===== src/rtl/pipe_pkg.sv =====
// Shared types and defaults for the parametrised pipeline-stage register.
package pipe_pkg;

  typedef enum logic [1:0] {
    EMPTY   = 2'd0,
    FULL    = 2'd1,
    SKIDDED = 2'd2
  } state_e;

  localparam int          DEF_CNT_W      = 16;
  localparam logic [31:0] DEF_BUBBLE_VAL = 32'h0000_0000;

  // Bit offset of field k inside a packed NFIELDS*w bus.
  function automatic int field_lsb(input int k, input int w);
    return k * w;
  endfunction

endpackage


===== src/rtl/sat_counter.sv =====
// Up-counter that sticks at its maximum value; cleared by synchronous reset.
module sat_counter #(
  parameter int CNT_W = 16
) (
  input  logic             clk,
  input  logic             rst,
  input  logic             inc,
  output logic [CNT_W-1:0] count
);

  logic [CNT_W-1:0] cnt_q;
  logic [CNT_W-1:0] cnt_d;

  always_comb begin
    cnt_d = cnt_q;
    if (inc && (cnt_q != {CNT_W{1'b1}})) begin
      cnt_d = cnt_q + 1'b1;
    end
  end

  always_ff @(posedge clk) begin
    if (rst) begin
      cnt_q <= '0;
    end else begin
      cnt_q <= cnt_d;
    end
  end

  assign count = cnt_q;

endmodule


===== src/rtl/pipe_stage_buf.sv =====
// Valid/ready pipeline stage carrying NFIELDS fields, with optional skid entry,
// flush-to-bubble and saturating stall/flush counters.
module pipe_stage_buf
  import pipe_pkg::*;
#(
  parameter int               WIDTH      = 32,
  parameter int               NFIELDS    = 3,
  parameter int               SKID       = 1,
  parameter logic [WIDTH-1:0] BUBBLE_VAL = WIDTH'(DEF_BUBBLE_VAL),
  parameter int               CNT_W      = DEF_CNT_W
) (
  input  logic                       clk,
  input  logic                       rst,
  input  logic                       flush,
  input  logic                       in_valid,
  output logic                       in_ready,
  input  logic [NFIELDS*WIDTH-1:0]   in_data,
  output logic                       out_valid,
  input  logic                       out_ready,
  output logic [NFIELDS*WIDTH-1:0]   out_data,
  output logic [CNT_W-1:0]           stall_cnt,
  output logic [CNT_W-1:0]           flush_cnt
);

  localparam int DW = NFIELDS * WIDTH;

  state_e        state_q, state_d;
  logic [DW-1:0] main_q, main_d;
  logic [DW-1:0] skid_q, skid_d;
  logic [DW-1:0] bubble_vec;

  logic acc;
  logic con;
  logic skid_valid;
  logic stall_inc;
  logic flush_inc;

  for (genvar gi = 0; gi < NFIELDS; gi++) begin : g_bubble
    assign bubble_vec[field_lsb(gi, WIDTH) +: WIDTH] = BUBBLE_VAL;
  end

  assign out_valid  = (state_q != EMPTY);
  assign out_data   = main_q;
  assign skid_valid = (state_q == SKIDDED);

  // With the skid entry, upstream ready depends only on held state, never on out_ready.
  always_comb begin
    if (SKID != 0) begin
      in_ready = !rst && (state_q != SKIDDED);
    end else begin
      in_ready = !rst && (!out_valid || out_ready);
    end
  end

  assign acc = in_valid && in_ready;
  assign con = out_valid && out_ready;

  always_comb begin
    state_d = state_q;
    main_d  = main_q;
    skid_d  = skid_q;
    if (flush) begin
      state_d = EMPTY;
      main_d  = bubble_vec;
      skid_d  = bubble_vec;
    end else begin
      case (state_q)
        EMPTY: begin
          if (acc) begin
            state_d = FULL;
            main_d  = in_data;
          end
        end
        FULL: begin
          if (con && acc) begin
            main_d = in_data;
          end else if (con) begin
            state_d = EMPTY;
            main_d  = bubble_vec;
          end else if (acc) begin
            if (SKID != 0) begin
              state_d = SKIDDED;
              skid_d  = in_data;
            end else begin
              main_d = in_data;
            end
          end
        end
        SKIDDED: begin
          if (con) begin
            state_d = FULL;
            main_d  = skid_q;
            skid_d  = bubble_vec;
          end
        end
        default: begin
          state_d = EMPTY;
          main_d  = bubble_vec;
          skid_d  = bubble_vec;
        end
      endcase
    end
  end

  always_ff @(posedge clk) begin
    if (rst) begin
      state_q <= EMPTY;
      main_q  <= bubble_vec;
      skid_q  <= bubble_vec;
    end else begin
      state_q <= state_d;
      main_q  <= main_d;
      skid_q  <= skid_d;
    end
  end

  // A flush only counts when it actually threw something away.
  assign stall_inc = out_valid && !out_ready && !flush;
  assign flush_inc = flush && (out_valid || ((SKID != 0) && skid_valid) || in_valid);

  sat_counter #(.CNT_W(CNT_W)) u_stall_cnt (
    .clk   (clk),
    .rst   (rst),
    .inc   (stall_inc),
    .count (stall_cnt)
  );

  sat_counter #(.CNT_W(CNT_W)) u_flush_cnt (
    .clk   (clk),
    .rst   (rst),
    .inc   (flush_inc),
    .count (flush_cnt)
  );

endmodule


===== config.mk =====
export PLATFORM = sky130hd
export DESIGN_NAME = pipe_stage_buf
export DESIGN_NICKNAME = d
export VERILOG_FILES = /design/src/rtl/pipe_pkg.sv /design/src/rtl/sat_counter.sv /design/src/rtl/pipe_stage_buf.sv
export SDC_FILE = /design/constraint.sdc
export NUM_CORES = 1
export LEC_CHECK = 0
export BUFFER_PORTS_ARGS = -buffer_cell sky130_fd_sc_hd__buf_2
export CAP_MARGIN = 20
export CORE_MARGIN = 1
export CORE_UTILIZATION = 49
export CTS_CLUSTER_SIZE = 14
export DETAILED_ROUTE_END_ITERATION = 16
export PLACE_DENSITY = 0.89
export SYNTH_ARGS = -nofsm -noshare
export SYNTH_HDL_FRONTEND = slang
export SYNTH_SLANG_ARGS = --single-unit

===== constraint.sdc =====
create_clock -name clk -period 1.8 [get_ports clk]
set_input_delay 0.09 -clock clk [delete_from_list [all_inputs] [get_ports clk]]
set_output_delay 0.09 -clock clk [all_outputs]
set_load 0.1 [all_outputs]

**Word-level counts from Yosys, hierarchy flattened**

Index checks and enable logic that the tools add are counted.
Widths: inputs -> output; s select.

- Bits in registers: 226
- Bits of input ports: 101
- Output and inout port bits: 130
- Word-level logic and storage cells: 54

- Add/sub/neg operators: 2
- Equal/unequal tests: 12
- Multiplexer cells: 14
- Bitwise operators: 1
- Reduce and logical (&&, ||, !) cells: 20

Operators by type and width:

| operator | number |
|---|---|
| $mux 96 | 6 |
| $pmux 96 s3 | 2 |
| $add 16x1->16 const B | 2 |
| $ne 16x16->1 const B | 2 |
| $ne 2x2->1 const B | 6 |
| $mux 2 | 5 |
| $logic_and 1x1->1 | 9 |
| $ne 3x3->1 const B | 2 |
| $pmux 2 s3 | 1 |
| $reduce_and 5->1 | 1 |
| $reduce_and 4->1 | 1 |
| $logic_not 1->1 | 3 |
| $reduce_and 3->1 | 1 |
| $eq 2x1->1 const B | 1 |
| $eq 2x2->1 const B | 1 |
| $logic_not 2->1 | 1 |
| $logic_or 1x1->1 | 2 |
| $reduce_bool 2->1 | 1 |
| $reduce_or 2->1 | 1 |
| $not 1->1 | 1 |

**Logic depth before layout (Yosys ltp)**

- Word-level depth: 7
- Gate-level depth with buffers: 8
- Gate-level depth less buffers: 5

**By module**

Synthesis repeated with hierarchy kept, for this count alone.

- Cells, all modules: 1,188
- Area, all modules: 11,024.3 sq um

By module, submodules not included:

| module | times used | cells an instance | area an instance (sq um) | sequential area each (sq um) |
|---|---|---|---|---|
| pipe_stage_buf | 1 | 990 | 9,327.7 | 3,883.7 |
| sat_counter | 2 | 99 | 848.3 | 320.3 |

**Worst setup path before layout**

No wires, ideal clock.

- Path type: register to register
- Start point: register u_flush_cnt.cnt_q[0], in the netlist u_flush_cnt.count[0]
- End point: register u_flush_cnt.cnt_q[1], in the netlist u_flush_cnt.count[1]
- Setup time: 71 ps
- Arrival: 2,489 ps
- Required time: 1,729 ps
- Slack: -760 ps
- Stages on the path, launching flop included: 7
- Buffers on the path: 1
- Period minus slack after synthesis: 2,560 ps
- Cells stage by stage: dfxtp_1 ha_1 nand4_1 nor4_2 buf_2 o21ai_0 a21oi_1

- Longest elaborated chain between the ends: 2
- Elaborated cells on any way between the ends: 3
- Those cells by class: add/sub (1); eq/ne (1); reduce/logical (1)

Ends and longest elaborated chain:

| what | RTL line | text |
|---|---|---|
| start, declared | sat_counter.sv:11 | `logic [CNT_W-1:0] cnt_q;` |
| start signal, assigned | sat_counter.sv:25 | `cnt_q <= cnt_d;` |
| branches (longest 2 deep; another with $add 16x1->16) | - |  |

Parallel ways; which one is timed is not known.
A chain may end at the register's enable or synchronous reset.

**Final worst setup path**

- Start point: register state_q[0]
- End point: register main_q[11], in the netlist out_data[11]

- Longest elaborated chain between the ends: 6
- Elaborated cells on any way between the ends: 15
- Those cells by class: eq/ne (6); mux (2); reduce/logical (7)

Ends and longest elaborated chain:

| what | RTL line | text |
|---|---|---|
| start, declared | pipe_stage_buf.sv:27 | `state_e state_q, state_d;` |
| start signal, assigned | pipe_stage_buf.sv:111 | `state_q <= state_d;` |
| $ne 2x2->1 | pipe_stage_buf.sv:49 | `in_ready = !rst && (state_q != SKIDDED);` |
| $logic_and 1x1->1 | pipe_stage_buf.sv:49 |  |
| $logic_and 1x1->1 | pipe_stage_buf.sv:55 | `assign acc = in_valid && in_ready;` |
| $logic_and 1x1->1 | pipe_stage_buf.sv:75 | `if (con && acc) begin` |
| $ne 3x3->1 (no source line) / $mux 96 (equally long branches) | - |  |
| $reduce_and 3->1 (no source line) / $pmux 96 s3 (equally long branches) | - |  |
| end signal, assigned | pipe_stage_buf.sv:108 | `main_q <= bubble_vec;` |
| end signal, assigned | pipe_stage_buf.sv:112 | `main_q <= main_d;` |
| end, declared | pipe_stage_buf.sv:28 | `logic [DW-1:0] main_q, main_d;` |

Several ways; a longest one is shown, not always the timed one.

==> results.json <==
{
  "status": "complete, but fails checks",
  "violations_in_the_final_reports": "setup timing",
  "track_usage_pct": 28.4,
  "worst_r2r_endpoint": "out_data[11]",
  "total_clock_buffers_created_by_cts": 24,
  "fp.dieArea_um2": 20500,
  "seq_area_frac_synth_pct": 46.3,
  "yosysTopAreaCell": "sky130_fd_sc_hd__dfxtp_1",
  "sequential_cell_area_um2": 4640,
  "design_area_um2": 13400,
  "place.detailed.instances": 1517,
  "die_width_um": 143,
  "routabilityCongestion": 0.865,
  "netlist_instances": 1084,
  "grt_pass1_vias": 9588,
  "ys_top_cells_by_area": "sky130_fd_sc_hd__dfxtp_1 (46%), sky130_fd_sc_hd__mux2i_1 (10%), sky130_fd_sc_hd__a22oi_1 (7.4%)",
  "ctsRootBufferMaster": "sky130_fd_sc_hd__clkbuf_16",
  "grt_antenna_before_repair": 0,
  "layout_worst_path_cycle_share_pct": 101,
  "synth.most_common_cell": "sky130_fd_sc_hd__dfxtp_1",
  "multiInputGateArea_um2": 4960,
  "grt_overflow_total": 0,
  "wl_um": 30600,
  "tritoncts": "done",
  "synth_enable_flop_cells": 0,
  "portBuffers": 230,
  "worst_pin_slew_ns": 0.533,
  "detailedRoute.firstIterationViolations": 797,
  "timing.final.hold_violations": 0,
  "postRouteAntennaNets": 0,
  "route.detailed.wl_per_inst_um": 18.4,
  "cts_max_path_buffers": 3,
  "cp-startpoint": "state_q[0]",
  "dr_total_vias": 9868,
  "critPathCaptureType": "flip-flop",
  "power_density_nw_per_um2": 885,
  "vdd_ir_drop_max_mv": 0.838,
  "pin_count_of_the_biggest_net_entering_global_routing": 105,
  "worst-r2r-setup-slack_ns": -0.009,
  "setup_ws_ns": -0.00931,
  "floorplan.die.height_um": 143,
  "fin_clk_skew_ns": 0.0229,
  "drt_first_pass_iters": 6,
  "post_synthesis_net_count": 1187,
  "number_of_non_filler_instances_in_the_completed_layout": 1665,
  "post_route_cells_drive_above_1_share_pct": 27.1,
  "hold_slack_ns": 0.0373,
  "path_clk_slew_ns": 0.06,
  "synth-seq-cells": 226,
  "cp_data_required_time_ns": 2.22,
  "finalPower_w": 0.0119,
  "h_tree_depth": 1,
  "min_path_type": "primary input to flip-flop",
  "insertion_delay_ns": 0.53,
  "timing.final.setup_violations": 2,
  "asyncSetResetFlopFracSynth_pct": 0,
  "drt-vias-per-instance": 5.93,
  "worst-path-max-fanout": 26,
  "criticalPathCategory": "flip-flop to flip-flop",
  "crit_end": "out_data[11]",
  "num_rows": 51,
  "core_box_area_um2": 19500,
  "start_util_pct": 50.0,
  "power.leakage_nw": 5.16,
  "ios": 231,
  "yosysWarnings": 0,
  "cts.sink_count": 226,
  "post_detailed_placement_half_perimeter_wirelength_um": 16400,
  "pre_cts_ws_ns": 0.0378,
  "worst_slew_margin_rel_pct": 64.7,
  "drv.max_cap_violation_count": 0,
  "slew_violations": 0,
  "reg2reg_launch_point": "state_q[0]",
  "worst_r2r_path_depth": 7,
  "area_growth_syn_to_layout_pct": 37.6,
  "synth_ff_type": "sky130_fd_sc_hd__dfxtp_1",
  "netlist_area_um2": 9770,
  "worst_setup_path_start_kind": "flip-flop",
  "ys_top_cells_by_count": "sky130_fd_sc_hd__dfxtp_1 (226), sky130_fd_sc_hd__nor2_1 (107), sky130_fd_sc_hd__a21oi_1 (106)",
  "syn_area_per_cell_um2": 9.01,
  "final.fill_count": 1394,
  "drt_drc_violations_left": 0,
  "synth_top_area_share_pct": 46.3,
  "critPathArrivalTime_ns": 2.23,
  "postPlaceCellArea_um2": 11500,
  "synth.lib_cells_used.distinct": 46,
  "final_net_count": 1484,
  "finalWorstPathRequiredPeriod_ns": 1.81,
  "maxClockFrequency_ghz": 0.553,
  "grt_pass1_wl_um": 46900
}
## through the flow
stage	util, %	TNS (ns)
3_5_place_dp	58.8	0
4_1_cts	68.2	0
3_3_place_gp	58.8	0
2_1_floorplan	-	-0.0219
5_1_grt	68.8	-0.285
6_report	68.8	-0.0151
## logic make-up after synthesis
family	synth area share, %
compound gates	16.9
mux	10.6
simple gates	21.4
flops	46.3
fa+ha+maj	0.256
buf+inv	4.52
## critical path: stages (launching register included)
cell and delay, ns:
sky130_fd_sc_hd__dfxtp_1 0.34, sky130_fd_sc_hd__buf_4 0.19, sky130_fd_sc_hd__and2b_2 0.24, sky130_fd_sc_hd__nor3_4 0.20
sky130_fd_sc_hd__buf_4 0.17, sky130_fd_sc_hd__buf_12 0.20, sky130_fd_sc_hd__a22oi_1 0.11, sky130_fd_sc_hd__a21oi_1 0.25
## worst min path at each step
stage	from	to	slack [ns]	cells after the start
final	flush	u_flush_cnt.count[1]	0.04	4
after global routing	flush	u_flush_cnt.count[1]	0.06	4
after CTS	in_valid	state_q[1]	0.007	3
after detailed placement	in_data[81]	out_data[81]	0.41	3
after global placement	in_data[29]	out_data[29]	0.40	3
after floorplan	in_data[29]	out_data[29]	0.30	2
## where the power goes
group          internal (W)  switching, W
clock               0.00321       0.00207
sequential          0.00503     0.0000390
combinational      0.000529       0.00102
## repair_timing
item                       CTS  global route
resized for setup            2            16
hold endpoints to repair   189             1
hold buffers                97             1
setup endpoints to repair    1            62
buffers inserted             1             3
cloned                       0             1
pin swaps                    0             5
## area by class of cell
| class | instances | share of cell area [%] |
|---|---|---|
| Multi-Input combinational cell | 755 | 36.9 |
| Tap cell | 265 | 2.47 |
| Sequential cell | 226 | 34.5 |
| Inverter | 8 | 0.223 |
| Timing Repair Buffer | 366 | 19.6 |
| Clock buffer | 27 | 4.63 |
| Clock inverter | 17 | 1.66 |
| Antenna cell | 1 | 0.0186 |
## sequential cells by signal (all words and copies together), names as in the netlist
register / count
out_data: 96
skid_q: 96
u_flush_cnt.count: 16
u_stall_cnt.count: 16
state_q: 2
## placed cells by master, fill, tap and decap left out, types with 5 or more instances in the layout
cell type and instances:
sky130_fd_sc_hd__buf_2 228, sky130_fd_sc_hd__dfxtp_1 193, sky130_fd_sc_hd__nor2_1 106, sky130_fd_sc_hd__a21oi_1 104
sky130_fd_sc_hd__mux2i_1 99, sky130_fd_sc_hd__dlygate4sd3_1 98, sky130_fd_sc_hd__and2_1 97, sky130_fd_sc_hd__a22oi_1 95
sky130_fd_sc_hd__nand3_1 92, sky130_fd_sc_hd__dfxtp_4 29, sky130_fd_sc_hd__clkbuf_16 25, sky130_fd_sc_hd__buf_4 21
sky130_fd_sc_hd__nor3_1 18, sky130_fd_sc_hd__a211oi_1 16, sky130_fd_sc_hd__o31ai_1 15, sky130_fd_sc_hd__or4_1 14
sky130_fd_sc_hd__buf_12 14, sky130_fd_sc_hd__nand2_1 12, sky130_fd_sc_hd__clkinv_2 10, sky130_fd_sc_hd__o21ai_0 9
sky130_fd_sc_hd__inv_1 8, sky130_fd_sc_hd__and4_1 6, sky130_fd_sc_hd__or3_1 6, sky130_fd_sc_hd__nand4_1 5
sky130_fd_sc_hd__bufinv_16 5
## routing by layer
layer / global-route usage [%] / routed length [um] / up-vias
met5: 0 / 0 / -
met4: 15.3 / 1400 / 0
met3: 6.61 / 2550 / 125
met2: 48.6 / 14900 / 548
met1: 32.8 / 11700 / 4677
li1: - / - / 4518
Note: power is estimated with default switching activity, not from simulation.
